===== src/rtl/dmem_portb_arb.sv =====
// Round-robin arbiter/sequencer that shares data-memory port B between the host
// register interface (requester 0) and the packet DMA (requester 1).
// Optional grant/conflict counters are enabled by defining DMEM_ARB_STATS_EN.
`ifndef DMEM_ADDR_WIDTH
`define DMEM_ADDR_WIDTH 10
`endif
`ifndef DATA_WIDTH
`define DATA_WIDTH 32
`endif

module dmem_portb_arb #(
  parameter int ADDR_W = `DMEM_ADDR_WIDTH,
  parameter int DATA_W = `DATA_WIDTH
) (
  input  logic              clk,
  input  logic              rst,
  input  logic              req0_i,
  input  logic              we0_i,
  input  logic [ADDR_W-1:0] addr0_i,
  input  logic [DATA_W-1:0] wdata0_i,
  output logic              gnt0_o,
  output logic              rvalid0_o,
  input  logic              req1_i,
  input  logic              we1_i,
  input  logic [ADDR_W-1:0] addr1_i,
  input  logic [DATA_W-1:0] wdata1_i,
  output logic              gnt1_o,
  output logic              rvalid1_o,
  output logic [DATA_W-1:0] rdata_o,
  output logic              busy_o,
  output logic [ADDR_W-1:0] addrb_o,
  output logic [DATA_W-1:0] dinb_o,
  output logic              web_o,
  input  logic [DATA_W-1:0] doutb_i
`ifdef DMEM_ARB_STATS_EN
  ,
  input  logic              stats_clr_i,
  output logic [15:0]       gnt_cnt0_o,
  output logic [15:0]       gnt_cnt1_o,
  output logic [15:0]       conflict_cnt_o
`endif
);

  typedef enum logic [1:0] {
    IDLE  = 2'd0,
    ISSUE = 2'd1,
    DATA  = 2'd2,
    RESP  = 2'd3
  } state_t;

  state_t              state_r;
  state_t              state_nx_s;
  logic                winner_r;
  logic                rr_last_r;

  logic                sel_valid_s;
  logic                sel_id_s;

  logic                winner_nx_s;
  logic                rr_last_nx_s;
  logic [ADDR_W-1:0]   addrb_nx_s;
  logic [DATA_W-1:0]   dinb_nx_s;
  logic                web_nx_s;
  logic                gnt0_nx_s;
  logic                gnt1_nx_s;
  logic                rvalid0_nx_s;
  logic                rvalid1_nx_s;
  logic [DATA_W-1:0]   rdata_nx_s;
  logic                busy_nx_s;

  // Requester selection: on contention the requester that did not win last time goes.
  always_comb begin
    sel_valid_s = 1'b0;
    sel_id_s    = 1'b0;
    if (req0_i && req1_i) begin
      sel_valid_s = 1'b1;
      sel_id_s    = ~rr_last_r;
    end else if (req0_i) begin
      sel_valid_s = 1'b1;
      sel_id_s    = 1'b0;
    end else if (req1_i) begin
      sel_valid_s = 1'b1;
      sel_id_s    = 1'b1;
    end else begin
      sel_valid_s = 1'b0;
      sel_id_s    = 1'b0;
    end
  end

  // Next-state logic; web_o still holds the latched write flag while in ISSUE.
  always_comb begin
    state_nx_s = state_r;
    case (state_r)
      IDLE: begin
        if (sel_valid_s) begin
          state_nx_s = ISSUE;
        end else begin
          state_nx_s = IDLE;
        end
      end
      ISSUE: begin
        if (web_o) begin
          state_nx_s = IDLE;
        end else begin
          state_nx_s = DATA;
        end
      end
      DATA:    state_nx_s = RESP;
      RESP:    state_nx_s = IDLE;
      default: state_nx_s = IDLE;
    endcase
  end

  // Output logic: computes the values every registered output takes at the next edge.
  always_comb begin
    winner_nx_s  = winner_r;
    rr_last_nx_s = rr_last_r;
    addrb_nx_s   = addrb_o;
    dinb_nx_s    = dinb_o;
    web_nx_s     = 1'b0;
    gnt0_nx_s    = 1'b0;
    gnt1_nx_s    = 1'b0;
    rvalid0_nx_s = 1'b0;
    rvalid1_nx_s = 1'b0;
    rdata_nx_s   = rdata_o;
    busy_nx_s    = (state_nx_s != IDLE);
    case (state_r)
      IDLE: begin
        if (sel_valid_s) begin
          winner_nx_s  = sel_id_s;
          rr_last_nx_s = sel_id_s;
          addrb_nx_s   = sel_id_s ? addr1_i  : addr0_i;
          dinb_nx_s    = sel_id_s ? wdata1_i : wdata0_i;
          web_nx_s     = sel_id_s ? we1_i    : we0_i;
          gnt0_nx_s    = ~sel_id_s;
          gnt1_nx_s    = sel_id_s;
        end else begin
          web_nx_s     = 1'b0;
        end
      end
      ISSUE: begin
        web_nx_s = 1'b0;
      end
      DATA: begin
        // BRAM read data appears one cycle after the address was presented
        rdata_nx_s   = doutb_i;
        rvalid0_nx_s = ~winner_r;
        rvalid1_nx_s = winner_r;
      end
      RESP: begin
        web_nx_s = 1'b0;
      end
      default: begin
        web_nx_s = 1'b0;
      end
    endcase
  end

  // State and output registers; reset abandons any command in flight.
  always_ff @(posedge clk or posedge rst) begin
    if (rst) begin
      state_r   <= IDLE;
      winner_r  <= 1'b0;
      rr_last_r <= 1'b1;
      addrb_o   <= {ADDR_W{1'b0}};
      dinb_o    <= {DATA_W{1'b0}};
      web_o     <= 1'b0;
      gnt0_o    <= 1'b0;
      gnt1_o    <= 1'b0;
      rvalid0_o <= 1'b0;
      rvalid1_o <= 1'b0;
      rdata_o   <= {DATA_W{1'b0}};
      busy_o    <= 1'b0;
    end else begin
      state_r   <= state_nx_s;
      winner_r  <= winner_nx_s;
      rr_last_r <= rr_last_nx_s;
      addrb_o   <= addrb_nx_s;
      dinb_o    <= dinb_nx_s;
      web_o     <= web_nx_s;
      gnt0_o    <= gnt0_nx_s;
      gnt1_o    <= gnt1_nx_s;
      rvalid0_o <= rvalid0_nx_s;
      rvalid1_o <= rvalid1_nx_s;
      rdata_o   <= rdata_nx_s;
      busy_o    <= busy_nx_s;
    end
  end

`ifdef DMEM_ARB_STATS_EN
  function automatic logic [15:0] sat_inc16(input logic [15:0] v);
    return (v == 16'hFFFF) ? v : (v + 16'd1);
  endfunction

  logic grant_s;
  logic conflict_s;

  // Grant and contention events, both taken from IDLE-cycle decisions.
  always_comb begin
    grant_s    = (state_r == IDLE) && sel_valid_s;
    conflict_s = (state_r == IDLE) && req0_i && req1_i;
  end

  // Saturating statistics counters; clear beats increment.
  always_ff @(posedge clk or posedge rst) begin
    if (rst) begin
      gnt_cnt0_o     <= 16'd0;
      gnt_cnt1_o     <= 16'd0;
      conflict_cnt_o <= 16'd0;
    end else if (stats_clr_i) begin
      gnt_cnt0_o     <= 16'd0;
      gnt_cnt1_o     <= 16'd0;
      conflict_cnt_o <= 16'd0;
    end else begin
      if (grant_s && !sel_id_s) begin
        gnt_cnt0_o <= sat_inc16(gnt_cnt0_o);
      end
      if (grant_s && sel_id_s) begin
        gnt_cnt1_o <= sat_inc16(gnt_cnt1_o);
      end
      if (conflict_s) begin
        conflict_cnt_o <= sat_inc16(conflict_cnt_o);
      end
    end
  end
`endif

endmodule


===== config.mk =====
export PLATFORM = sky130hd
export DESIGN_NAME = dmem_portb_arb
export DESIGN_NICKNAME = d
export VERILOG_FILES = /design/src/rtl/dmem_portb_arb.sv
export SDC_FILE = /design/constraint.sdc
export NUM_CORES = 1
export LEC_CHECK = 0
export CORE_MARGIN = 2
export CORE_UTILIZATION = 41
export DETAILED_ROUTE_END_ITERATION = 8
export PLACE_DENSITY = 0.94
export SETUP_SLACK_MARGIN = 0.3
export SLEW_MARGIN = 20
export SYNTH_ARGS = -nofsm -noshare
export SYNTH_HDL_FRONTEND = slang
export SYNTH_SLANG_ARGS = --single-unit

===== constraint.sdc =====
create_clock -name clk -period 4.3 [get_ports clk]
set_input_delay 0.43 -clock clk [delete_from_list [all_inputs] [get_ports clk]]
set_output_delay 0.43 -clock clk [all_outputs]
set_load 0.02 [all_outputs]

==> metrics.md <==
| Metric | Value |
|---|---|
| Setup tns final | `0 ps` |
| Rel. slew slack | `32.1%` |
| Layout cell share with drive strength beyond 1 | `4.75%` |
| Tmin final | `1940 ps` |
| Final Skew | `10.4 ps` |
| Delay of the slowest critical-path stage | `800 ps` |
| Fin crit share | `45.1%` |
| Via/cell ratio | `5.18` |
| Leakage power total | `about 2.5 nW` |
| CP endpoint kind | `register` |
| YS warnings | `0` |
| Clock sink count | `84` |
| Worst-skew pair later-pin latency | `330 ps` |
| HPWL Detailed | `7.54 mm` |
| Via count | `roughly 3,200` |
| Core box area | `8260 um^2` |
| I/O Buffers | `approximately 200` |
| Kind of critical path | `in2reg` |
| CTS H-tree lvls | `3` |
| CTS clk-pin slew, worst paths | `80 ps` |
| Post-CTS setup repair buffer count | `0` |
| Internal power | `2.51 mW` |
| Diodes inserted | `0` |
| DRC | `0` |
| Seq/Total Area, Yosys | `60.1%` |
| Width of the die | `roughly 96 um` |
| Hold Path End | `rdata_o[1]$_DFFE_PP0P_` |
| Starting Density | `42.3%` |
| Reg2reg start | `state_r[0]$_DFF_PP0_` |
| Critical Path, Cell by Cell | `clkdlybuf4s50_1, nor2_4, nor2_1, or2_1` |
| R2R Setup Slk | `2470 ps` |
| Die ar. | `9280 um^2` |
| Status | `finished, final reports clean` |
| Largest net degree at the start of global routing | `50` |
| Initial antenna violation count | `0` |
| Worst path slowest cell | `nor2_4` |
| Nets | `623` |
| Clock power share | `11.9%` |
| Comb power frac | `54.4%` |
| Worst EP arrival | `around 2200 ps` |
| Min-Delay Path Class | `reg2reg` |
| Max Root-Sink Buffers | `2` |
| First-pass GRT wire length | `15.5 mm` |
| Global router's overall resource usage | `21.9%` |
| CP Max Fanout | `44` |
| RSZ-0062 raised after global routing | `no` |
| Die Height | `96.4 um` |
| Syn Inst Count | `311` |
| Root Driver | `clkbuf_8` |
| Cell Rows | `33` |
| CTS tree | `done` |
| Sequential share of power | `33.7%` |
| Worst hold stages | `2` |
| Syn_area_per_cell | `11.2 um^2` |
| Finish-stage setup viols | `0` |
| Worst R2R Path Depth | `4` |
| Syn nets | `433` |
| Yosys reg bits | `84` |
| WL/cell | `16.8 um` |
| Library cells used by synthesis | `22` |
| Max_cap viols | `0` |
| 1st-pass router iterations | `6` |
| Pins Over Slew Limit | `0` |
| Worst Path Required | `4510 ps` |
| Detail Route Antenna Nets | `0` |
| Num CTS Buffers | `9` |
| DRT iter0 DRCs | `153` |
| Placed cell area | `around 5500 um^2` |
| Hold Slack | `477 ps` |
| Hold path start | `rdata_o[1]$_DFFE_PP0P_` |
| PostCTS Resize Cnt | `0` |
| Switch Pwr | `1.61 mW` |
| Area grow syn2layout | `62.1%` |
| Reg-to-reg endpoint | `addrb_o[9]$_DFFE_PP0P_` |
| GP Congestion | `0.696` |
| Hold-fix buffers, CTS | `0` |
| Most frequent cells in the layout | `201 x clkdlybuf4s50_1, 97 x nand2_1, 83 x dfrtp_1` |
| VDD IR max | `0.418 mV` |
| Final hold vios | `0` |
| I/O pins | `slightly above 200` |
| Max Clk Rate | `0.516 GHz` |
| P per Cell Area | `727 nW/um^2` |
| Commonest non-fill, non-tap cell in the layout | `clkdlybuf4s50_1` |
| Post-Route WL | `10.3 mm` |
| Switching share of power | `39.2%` |
| Fin area | `5670 um^2` |
| Total Power | `slightly above 4 mW` |
| Vias in the first global route | `3,277` |
| Overflow after GRT | `0` |
| Worst slew pin tran | `1020 ps` |
| Synthesized area | `3500 um^2` |
| CP startpoint kind | `primary input` |
## through the flow
step	util, %	setup slack (ps)	cells
final	68.7	2360	610
after global routing	68.7	2260	610
after CTS	68.6	2390	610
after detailed placement	66.6	2020	595
after global placement	66.6	2080	595
after floorplan	-	1710	311
## power groups by stage
stage	clock (mW)	sequential, mW	combinational [mW]
2_1_floorplan	0	1.81	0.883
5_1_grt	0.532	1.44	2.42
3_5_place_dp	0	1.40	2.26
4_1_cts	0.500	1.39	2.27
3_3_place_gp	0	1.38	2.20
6_report	0.490	1.39	2.24
## critical path, delay by kind of cell
| kind | cells | cell delay [ps] |
|---|---|---|
| AND/OR/NAND/NOR | 3 | 1220 |
| buffers and inverters | 1 | 500 |
## worst max-delay path by stage
stage	depth (start not counted)	to	from
3_3_place_gp	4	busy_o$_DFF_PP0_	req1_i
5_1_grt	4	busy_o$_DFF_PP0_	req1_i
2_1_floorplan	1	addrb_o[0]$_DFFE_PP0P_	rst
3_5_place_dp	4	busy_o$_DFF_PP0_	req1_i
6_report	4	busy_o$_DFF_PP0_	req0_i
4_1_cts	4	busy_o$_DFF_PP0_	req1_i
## kinds of logic after synthesis
| group | share of synthesized area [%] |
|---|---|
| simple gates | 12.4 |
| compound gates | 22.1 |
| flops | 60.1 |
| buf+inv | 5.40 |
## final cells by class
type                            count  area, um^2
Multi-Input combinational cell    199        1220
Inverter                            2        8.76
Sequential cell                    84        2100
Tap cell                          105         131
Timing Repair Buffer              205        2040
Fill cell                         621        2590
Clock inverter                      4        26.3
Clock buffer                       11         141
## flip-flops by register name, summed over array words and instances (netlist names)
name,cells
winner_r,1
state_r,2
rvalid1_o,1
dinb_o,32
addrb_o,10
busy_o,1
gnt1_o,1
rdata_o,32
gnt0_o,1
web_o,1
rr_last_r,1
rvalid0_o,1
## metal layers
metal / global-route usage, % / vias to the layer above / part of all wire (%)
met3: 5.01 / 14 / 7.0
met4: 9.39 / 0 / 2.0
met5: 0 / - / 0
met2: 39.1 / 139 / 51
met1: 25.1 / 1535 / 40
li1: - / 1471 / -
## synth_stat cells
| master | instances | share of area [%] |
|---|---|---|
| a21o_1 | 1 | 0.21 |
| buf_2 | 13 | 1.9 |
| buf_6 | 3 | 0.97 |
| dfrtp_1 | 83 | 59 |
| nand3_1 | 1 | 0.14 |
| inv_1 | 1 | 0.11 |
| buf_8 | 4 | 1.7 |
| o21ai_0 | 1 | 0.14 |
| inv_2 | 1 | 0.11 |
| dfstp_2 | 1 | 0.75 |
| and2_1 | 1 | 0.18 |
| nand2_1 | 97 | 10 |
| o21a_1 | 44 | 9.4 |
| or2b_1 | 1 | 0.21 |
| nor2_1 | 5 | 0.54 |
| or2_1 | 2 | 0.36 |
| clkbuf_1 | 6 | 0.64 |
| nor2b_1 | 1 | 0.18 |
| nand2b_1 | 1 | 0.18 |
| a22o_1 | 1 | 0.25 |
| and3_1 | 1 | 0.18 |
| a221o_1 | 42 | 12 |
Note: power is estimated with default switching activity, not from simulation.
